### config.mk
export PLATFORM = sky130hd
export DESIGN_NAME = uart_rx_fifo_param
export DESIGN_NICKNAME = d
export VERILOG_FILES = /design/src/rtl/uart_rx_fifo_param.sv
export SDC_FILE = /design/constraint.sdc
export NUM_CORES = 1
export LEC_CHECK = 0
export CORE_MARGIN = 2
export CORE_UTILIZATION = 35
export CTS_BUF_LIST = sky130_fd_sc_hd__clkbuf_8
export DETAILED_ROUTE_END_ITERATION = 12
export GPL_TIMING_DRIVEN = 0
export SLEW_MARGIN = 20
export SYNTH_ARGS = -nofsm -noshare
export SYNTH_HDL_FRONTEND = slang
export SYNTH_SLANG_ARGS = --single-unit
### constraint.sdc
create_clock -name sampleClk -period 4.55 [get_ports sampleClk]
set_input_delay 1.1375 -clock sampleClk [delete_from_list [all_inputs] [get_ports sampleClk]]
set_output_delay 1.1375 -clock sampleClk [all_outputs]
set_load 0.05 [all_outputs]
### src/rtl/uart_rx_fifo_param.sv
// Oversampling UART receiver with parity/stop checking and a small receive FIFO.
// Optional UART_RX_MAJORITY_EN: each bit is the 2-of-3 vote of the samples at counts c-2, c-1 and c.
module uart_rx_fifo_param #(
    parameter int WORD_SIZE   = 8,
    parameter int OVERSAMPLE  = 8,
    parameter int PARITY_MODE = 0,
    parameter int STOP_BITS   = 1,
    parameter int FIFO_DEPTH  = 4
) (
    input  logic                 sampleClk,
    input  logic                 rst_b,
    input  logic                 serialIn,
    input  logic                 rxPop,
    output logic [WORD_SIZE-1:0] rxData,
    output logic                 rxValid,
    output logic                 rxBusy,
    output logic                 framingError,
    output logic                 parityError,
    output logic                 overrun
);
    localparam int CW = $clog2(OVERSAMPLE);
    localparam int BW = $clog2(WORD_SIZE + 1);
    localparam int AW = $clog2(FIFO_DEPTH);
    localparam logic [CW-1:0] C_START     = CW'(OVERSAMPLE / 2 - 1);
    localparam logic [CW-1:0] C_CENTRE    = CW'(OVERSAMPLE - 1);
    localparam logic [BW-1:0] C_LAST_BIT  = BW'(WORD_SIZE - 1);
    localparam logic          C_LAST_STOP = (STOP_BITS == 2);
    localparam logic          C_ODD       = (PARITY_MODE == 2);
    localparam logic [AW:0]   C_DEPTH     = (AW + 1)'(FIFO_DEPTH);

    // IDLE wait start | START confirm start | DATA shift | PARITY check | STOP check | WAIT_HIGH stuck-low line
    typedef enum logic [2:0] {S_IDLE, S_START, S_DATA, S_PARITY, S_STOP, S_WAIT_HIGH} state_t;

    state_t                r_state, w_next;
    logic                  r_sync1, r_sync2, w_line, w_bit;
    logic [CW-1:0]         r_cnt;
    logic [BW-1:0]         r_bitcnt;
    logic                  r_stopcnt;
    logic [WORD_SIZE-1:0]  r_shift;
    logic                  r_par_err, r_fe, r_pe, r_ov;
    logic                  w_shift_en, w_par_load, w_stop_inc, w_fe_set, w_pe_set, w_push;
    logic                  w_pop, w_full, w_wr_en, w_ov_set;
    logic [WORD_SIZE-1:0]  r_mem [FIFO_DEPTH];
    logic [AW-1:0]         r_wr, r_rd;
    logic [AW:0]           r_count;

    assign w_line = r_sync2;

`ifdef UART_RX_MAJORITY_EN
    logic r_h1, r_h2;
    always_ff @(posedge sampleClk or negedge rst_b) begin
        if (!rst_b) begin
            r_h1 <= 1'b1;
            r_h2 <= 1'b1;
        end else begin
            r_h1 <= w_line;
            r_h2 <= r_h1;
        end
    end
    assign w_bit = (r_h1 & r_h2) | (r_h1 & w_line) | (r_h2 & w_line);
`else
    assign w_bit = w_line;
`endif

    always_comb begin
        w_next     = r_state;
        w_shift_en = 1'b0;
        w_par_load = 1'b0;
        w_stop_inc = 1'b0;
        w_fe_set   = 1'b0;
        w_pe_set   = 1'b0;
        w_push     = 1'b0;
        case (r_state)
            S_IDLE:   if (!w_line) w_next = S_START;
            S_START:  if (r_cnt == C_START) w_next = w_bit ? S_IDLE : S_DATA;
            S_DATA: begin
                if (r_cnt == C_CENTRE) begin
                    w_shift_en = 1'b1;
                    if (r_bitcnt == C_LAST_BIT) w_next = (PARITY_MODE != 0) ? S_PARITY : S_STOP;
                end
            end
            S_PARITY: begin
                if (r_cnt == C_CENTRE) begin
                    w_par_load = 1'b1;
                    w_next     = S_STOP;
                end
            end
            S_STOP: begin
                if (r_cnt == C_CENTRE) begin
                    if (!w_bit) begin
                        w_fe_set = 1'b1;
                        w_next   = S_WAIT_HIGH;
                    end else if (r_stopcnt == C_LAST_STOP) begin
                        w_pe_set = r_par_err;
                        w_push   = !r_par_err;
                        w_next   = S_IDLE;
                    end else begin
                        w_stop_inc = 1'b1;
                    end
                end
            end
            S_WAIT_HIGH: if (w_line) w_next = S_IDLE;
            default:  w_next = S_IDLE;
        endcase
    end

    always_ff @(posedge sampleClk or negedge rst_b) begin
        if (!rst_b) begin
            r_sync1   <= 1'b1;
            r_sync2   <= 1'b1;
            r_state   <= S_IDLE;
            r_cnt     <= '0;
            r_bitcnt  <= '0;
            r_stopcnt <= 1'b0;
            r_shift   <= '0;
            r_par_err <= 1'b0;
            r_fe      <= 1'b0;
            r_pe      <= 1'b0;
        end else begin
            r_sync1 <= serialIn;
            r_sync2 <= r_sync1;
            r_state <= w_next;
            if (w_next != r_state || r_cnt == C_CENTRE) r_cnt <= '0;
            else                                        r_cnt <= r_cnt + 1'b1;
            if (r_state == S_IDLE) r_bitcnt <= '0;
            else if (w_shift_en)   r_bitcnt <= r_bitcnt + 1'b1;
            if (r_state != S_STOP) r_stopcnt <= 1'b0;
            else if (w_stop_inc)   r_stopcnt <= 1'b1;
            if (w_shift_en) r_shift <= {w_bit, r_shift[WORD_SIZE-1:1]};
            // Word parity plus received parity bit is even for even mode, odd for odd mode.
            if (r_state == S_IDLE) r_par_err <= 1'b0;
            else if (w_par_load)   r_par_err <= (^r_shift) ^ w_bit ^ C_ODD;
            r_fe <= w_fe_set;
            r_pe <= w_pe_set;
        end
    end

    assign w_pop    = rxPop && (r_count != '0);
    assign w_full   = (r_count == C_DEPTH);
    assign w_wr_en  = w_push && (!w_full || w_pop);
    assign w_ov_set = w_push && w_full && !w_pop;

    always_ff @(posedge sampleClk or negedge rst_b) begin
        if (!rst_b) begin
            for (int i = 0; i < FIFO_DEPTH; i++) r_mem[i] <= '0;
            r_wr    <= '0;
            r_rd    <= '0;
            r_count <= '0;
            r_ov    <= 1'b0;
        end else begin
            if (w_wr_en) begin
                r_mem[r_wr] <= r_shift;
                r_wr        <= r_wr + 1'b1;
            end
            if (w_pop) r_rd <= r_rd + 1'b1;
            case ({w_wr_en, w_pop})
                2'b10:   r_count <= r_count + 1'b1;
                2'b01:   r_count <= r_count - 1'b1;
                default: r_count <= r_count;
            endcase
            r_ov <= w_ov_set;
        end
    end

    assign rxData       = r_mem[r_rd];
    assign rxValid      = (r_count != '0);
    assign rxBusy       = (r_state != S_IDLE);
    assign framingError = r_fe;
    assign parityError  = r_pe;
    assign overrun      = r_ov;
endmodule

==> flow_summary.toml, run 1 <==
[synthesis]
synth-edff-count = 0
yosysSeqAreaShare = 0.499
synth-async-reset-ratio = 1.00
yosys-top-cells-area = "dfrtp_1 48%, mux2_4 15%, mux4_2 5.6%"
synth_top_area_cell = "dfrtp_1"
synthesis.area_sq_um = 3210
yosysWarnings = 0
yosysUniqueCellTypes = 44
yosys.area.top_type_share = 0.483
ys.flop_type = "dfrtp_1"
synthCells = 221
synth_seq_cells = 64
syn_nets = 236
avgSynthCellArea_sq_um = 14.5

[worst_setup_path]
arrival_ns = 2.32
crit_required_ns = 3.41
start_kind = "flip-flop"
critPathKind = "reg2out"
path_max_fanout = 9
cp-end-kind = "output pin"

[cells_and_area]
final_common_cell = "dfrtp_1"
mostFrequentLayoutCells = "62 x dfrtp_1, 32 x mux2_4, 15 x clkdlybuf4s50_1"
num_antenna_cells = 0
drive_gt1_frac = 0.327
area_delta_synth_final_pct = 16.4
fin_nets = 264
finalNonFillerCells = 362

[route]
drc_errors = 0
wl_mm = 5.70
drt_first_iter_violations = 45
ant_nets = 0
vias = 1822
avgRoutedWirePerCell_microns = 15.7
vias_per_cell = 5.03
dr.pass1.iters = 4

[clocking]
cts_resized = 0
cts_made_buffers = 9
htree_levels = 3
cts_num_sinks = 64
clock_latency_ns = 0.35
path_clk_slew_ns = 0.07
cts_hold_buffers = 0
post_cts_buffers = 0
root_buffer = "clkbuf_8"
clock_path_buffers = 2
tritoncts = "yes"

[flow_run]
max_cap_violations = 0

[grt]
grt_usage = 0.130
grt_start_max_net_pins = 56
grt_pass1_wl_mm = 9.94
overflow = 0
antenna_found_initial = 0
grt_pass1_vias = 1969

[timing]
fin_skew_ns = 0.00757
maxSlewViolCount = 0
worst_pin_slew_ns = 0.647
fin_tns_setup_ns = 0
relSlewSlack = 0.568
rsz0062_at_grt = "false"
post-route-period-util = 0.760
clock.fmax_mhz = 289
worst_slack_ns = 1.09
hold_viol_final = 0
min_period_ns = 3.46
finalSetupViolCount = 0

[hold_path]
hp-class = "reg2reg"

[die]
die_area_sq_um = 9960
fp.dieH_microns = 99.8
rows = 34
die_w_microns = 99.8
num_io_pins = 17
core-area_sq_um = 8810
initial_utilization = 0.365

[power_and_ir_drop]
p_leak_uw = 0.00179
cellPowerDensity_nw_per_um2 = 413
ir_drop_v = 0.000189

[placement]
gp_congestion = 0.798
hpwlAfterDp_mm = 3.79
dp_slack_ns = 0.955
numPortBuffers = 16
place_inst = 346

[run_status]
outcome = "complete, no violations"
-- metrics by stage --
| step | area, sq um | util | hold slack (ns) | total power, uW |
|---|---|---|---|---|
| 4_1_cts | 3740 | 0.425 | 0.358 | 1570 |
| 6_report | 3740 | 0.425 | 0.358 | 1550 |
| 2_1_floorplan | 3210 | - | 0.345 | 955 |
| 3_5_place_dp | 3530 | 0.401 | 0.347 | 1060 |
| 3_3_place_gp | 3510 | 0.398 | 0.345 | 1040 |
| 5_1_grt | 3740 | 0.425 | 0.361 | 1660 |
-- synth_stat cells, types with 2 or more instances --
cell type	instances
xnor2_1	7
xor2_1	6
nand2_1	6
and3_1	2
and4b_1	2
nand2_8	4
a2111oi_0	3
buf_2	2
clkbuf_1	4
inv_1	10
mux2_2	10
dfrtp_1	62
mux4_2	8
and2_1	2
dfstp_2	2
o21ai_0	10
ha_1	10
nor2_1	10
nor2b_1	3
mux2_4	32
nand3b_1	3
-- area by class of cell --
class	instances	area (sq um)
Clock buffer	10	138
Clock inverter	6	67.6
Inverter	10	37.5
Multi-Input combinational cell	139	1520
Timing Repair Buffer	17	185
Buffer	8	48.8
Sequential cell	64	1600
Tap cell	108	135
Fill cell	798	5070
-- kinds of logic (layout without fill, tap and decap cells) --
logic type | count (synthesis) | after routing | synth area share
simple gates | 42 | 42 | 0.0970
fa+ha+maj | 11 | 11 | 0.0452
compound gates | 21 | 21 | 0.0456
buf+inv | 18 | 51 | 0.0269
mux | 51 | 51 | 0.244
flops | 64 | 64 | 0.499
xor+xnor | 14 | 14 | 0.0424
-- metal layers --
metal,global-route usage,routed length (microns),vias to the layer above
met5,0,0,-
li1,-,-,841
met4,0.0443,90,0
met3,0.0425,163,7
met1,0.157,2560,947
met2,0.219,2880,27
-- report_power, final --
| part | internal, uW | switching, uW |
|---|---|---|
| clock network | 269 | 235 |
| logic | 162 | 209 |
| registers | 624 | 46.1 |
-- critical path: stages, from the launching register on --
cell and delay [ns]:
dfrtp_1 0.32, buf_1 0.50, mux4_2 0.35, clkdlybuf4s50_1 0.81
-- final timing paths --
check	slack [ns]	end	startpoint	cells past startpoint
min in group asynchronous	0.61	r_mem[24]	rst_b	1
min reg2reg	0.36	r_sync2	r_sync1	0
max reg2reg	2.00	r_count[2]	r_cnt[0]	12
max in group asynchronous	3.39	r_sync1	rst_b	2
max	1.09	rxData[6]	r_rd[1]	3
min	0.36	r_sync2	r_sync1	0
-- sequential cells by signal (all words and copies together), names as in the netlist, 2 cells and up --
register	count
r_bitcnt	4
r_cnt	3
r_count	3
r_mem	32
r_rd	2
r_shift	8
r_state	3
r_wr	2
No activity file was read; power rests on OpenSTA's default activity.
==> run 2, diff against run 1 <==
- clock period: 4.55 -> 3.6 ns (I/O delays scaled with it)
==> results of run 2 <==
The final DEF is identical to that of run 1. Status: complete, no violations.
Main changes from that run: setup slack after placement 0.955 ns -> 0.242 ns; setup slack after layout 1.09 ns -> 0.377 ns; register-to-register setup slack 2.00 ns -> 1.05 ns; total power 1550 uW -> 1950 uW; worst IR drop on VDD 0.000189 V -> 0.000239 V
==> run 3, diff against run 2 <==
- CORE_MARGIN: 2 -> not set
- SLEW_MARGIN: 20 -> 15
==> run 3 against run 2 <==
Effect of this change: global-route usage up 0.24 points; largest cell class unchanged; sequential power about the same; clock power up 9.1%; critical path type unchanged; cell area increased by 0.57%; count of clock-buffer cells in the layout fell by 1; clock skew up 0.0060 ns; hold slack improved by 0.00052 ns; the run now ends with design-rule violations left; cell count is the same; via count is 2.7% lower; register-to-register slack improved by 0.04 ns.
==> flow_summary.toml, run 3 (same netlist as run 1, synthesis figures left out) <==
[die]
die_area_sq_um = 9570
die_w_microns = 97.8
rows = 34
num_io_pins = 17
core-area_sq_um = 8810
fp.dieH_microns = 97.8
initial_utilization = 0.365

[clocking]
cts_num_sinks = 64
cts_resized = 0
root_buffer = "clkbuf_8"
clock_path_buffers = 2
htree_levels = 3
clock_latency_ns = 0.35
tritoncts = "yes"
post_cts_buffers = 0
path_clk_slew_ns = 0.07
cts_hold_buffers = 0
cts_made_buffers = 9

[route]
vias_per_cell = 4.90
wl_mm = 5.60
dr.pass1.iters = 8
drc_errors = 2
met2_length_mm = 2.72
drt_first_iter_violations = 83
drt-met1-wl_mm = 2.67
avgRoutedWirePerCell_microns = 15.5
met3_length_microns = 143
maxUsedRoutingLayer = "met4"
vias = 1773
ant_nets = 0

[grt]
antenna_found_initial = 0
grt_pass1_wl_mm = 9.70
grt_start_max_net_pins = 56
grt_usage = 0.132
grt_pass1_vias = 1887
overflow = 0

[placement]
gp_congestion = 0.750
placed_area_sq_um = 3530
numPortBuffers = 16
hpwlAfterDp_mm = 3.74

[hold_path]
hp-class = "reg2reg"
min_delay_path_depth = 0
hp-start = "r_sync1"
worstHoldEndpoint = "r_sync2"

[power_and_ir_drop]
cellPowerDensity_nw_per_um2 = 534
ir_drop_v = 0.000227
p_leak_uw = 0.00180

[cells_and_area]
final_common_cell = "dfrtp_1"
top_register = "r_mem"
mostFrequentLayoutCells = "62 x dfrtp_1, 32 x mux2_4, 15 x clkdlybuf4s50_1"
largest_reg_flops = 32
area_delta_synth_final_pct = 17.0
final_cell_area_sq_um = 3760
post-route-util = 0.427
num_antenna_cells = 0
drive_gt1_frac = 0.327
multiInputGateArea_sq_um = 1520
fin_nets = 264
nFillCells = 800
largest_registers = "r_mem x32, r_shift x8, r_bitcnt x4"
regArea_sq_um = 1600

[timing]
post-route-period-util = 0.878
fin_skew_ns = 0.0136
worst_pin_slew_ns = 0.603
finalSetupViolCount = 0
min_period_ns = 3.16
relSlewSlack = 0.598
maxSlewViolCount = 0
rsz0062_at_grt = "false"
hold_viol_final = 0
clock.fmax_mhz = 316

[worst_setup_path]
critPathKind = "reg2out"
crit_family = "buffers and inverters"
critPathMaxStageDelay_ns = 0.80
critPathLaunch = "r_rd[1]"
crit_buf_inv = 2
path_max_fanout = 9
path_cells = "buf_1 > mux4_2 > clkdlybuf4s50_1"
reg2reg_depth = 12
arrival_ns = 2.26
crit_slowest_cell = "clkdlybuf4s50_1"
crit_required_ns = 2.70
reg2reg_from = "r_cnt[0]"
rrSetupSlack_ns = 1.09
regToRegEndpoint = "r_count[2]"
start_kind = "flip-flop"
cp-end-kind = "output pin"

[run_status]
outcome = "complete, but fails checks"
violations = "design-rule violations"

[flow_run]
max_cap_violations = 0
==> run 3: cell count changes in the layout (fill, tap and decap cells not counted), sizes merged <==
cell / before / now
inv: 11 / 12
clkbuf: 14 / 13
clkinvlp: 2 / 1
bufinv: 1 / 2
==> run 3: worst max-delay path by stage <==
stage,end,slack [ns],cells past startpoint
after global placement,r_bitcnt[0],-0.55,1
after global routing,rxData[6],0.33,3
after CTS,rxData[5],0.38,3
final,rxData[6],0.44,3
after detailed placement,r_count[2],0.28,11
after floorplan,r_count[2],0.81,10
==> run 3: report_power, final <==
part / internal [uW] / leakage (uW) / switching (uW) / total, uW
Clock: 397 / 0.000110 / 299 / 696
Combinational: 206 / 0.000839 / 260 / 466
Sequential: 788 / 0.000855 / 58.1 / 846
==> run 3: cell type report <==
cell class / count / area share
Timing Repair Buffer: 17 / 0.0493
Clock inverter: 7 / 0.0273
Clock buffer: 9 / 0.0329
Buffer: 8 / 0.0130
Tap cell: 108 / 0.0359
Sequential cell: 64 / 0.427
Multi-Input combinational cell: 139 / 0.405
Inverter: 10 / 0.00998
==> run 3: metrics by stage <==
step                      power, uW  cells  hold slack, ns  worst slack [ns]  setup TNS (ns)
final                          2010    362           0.358             0.438               0
after global placement         1320    345           0.346            -0.553          -34.01
after CTS                      2040    362           0.361             0.377               0
after floorplan                1210    221           0.345             0.808               0
after detailed placement       1340    346           0.347             0.283               0
after global routing           2120    362           0.356             0.328               0
==> run 3: metal layers <==
metal | GRT usage | up-vias
met2 | 0.213 | 22
met1 | 0.167 | 896
met5 | 0 | -
met4 | 0.0490 | 0
li1 | - | 850
met3 | 0.0437 | 5
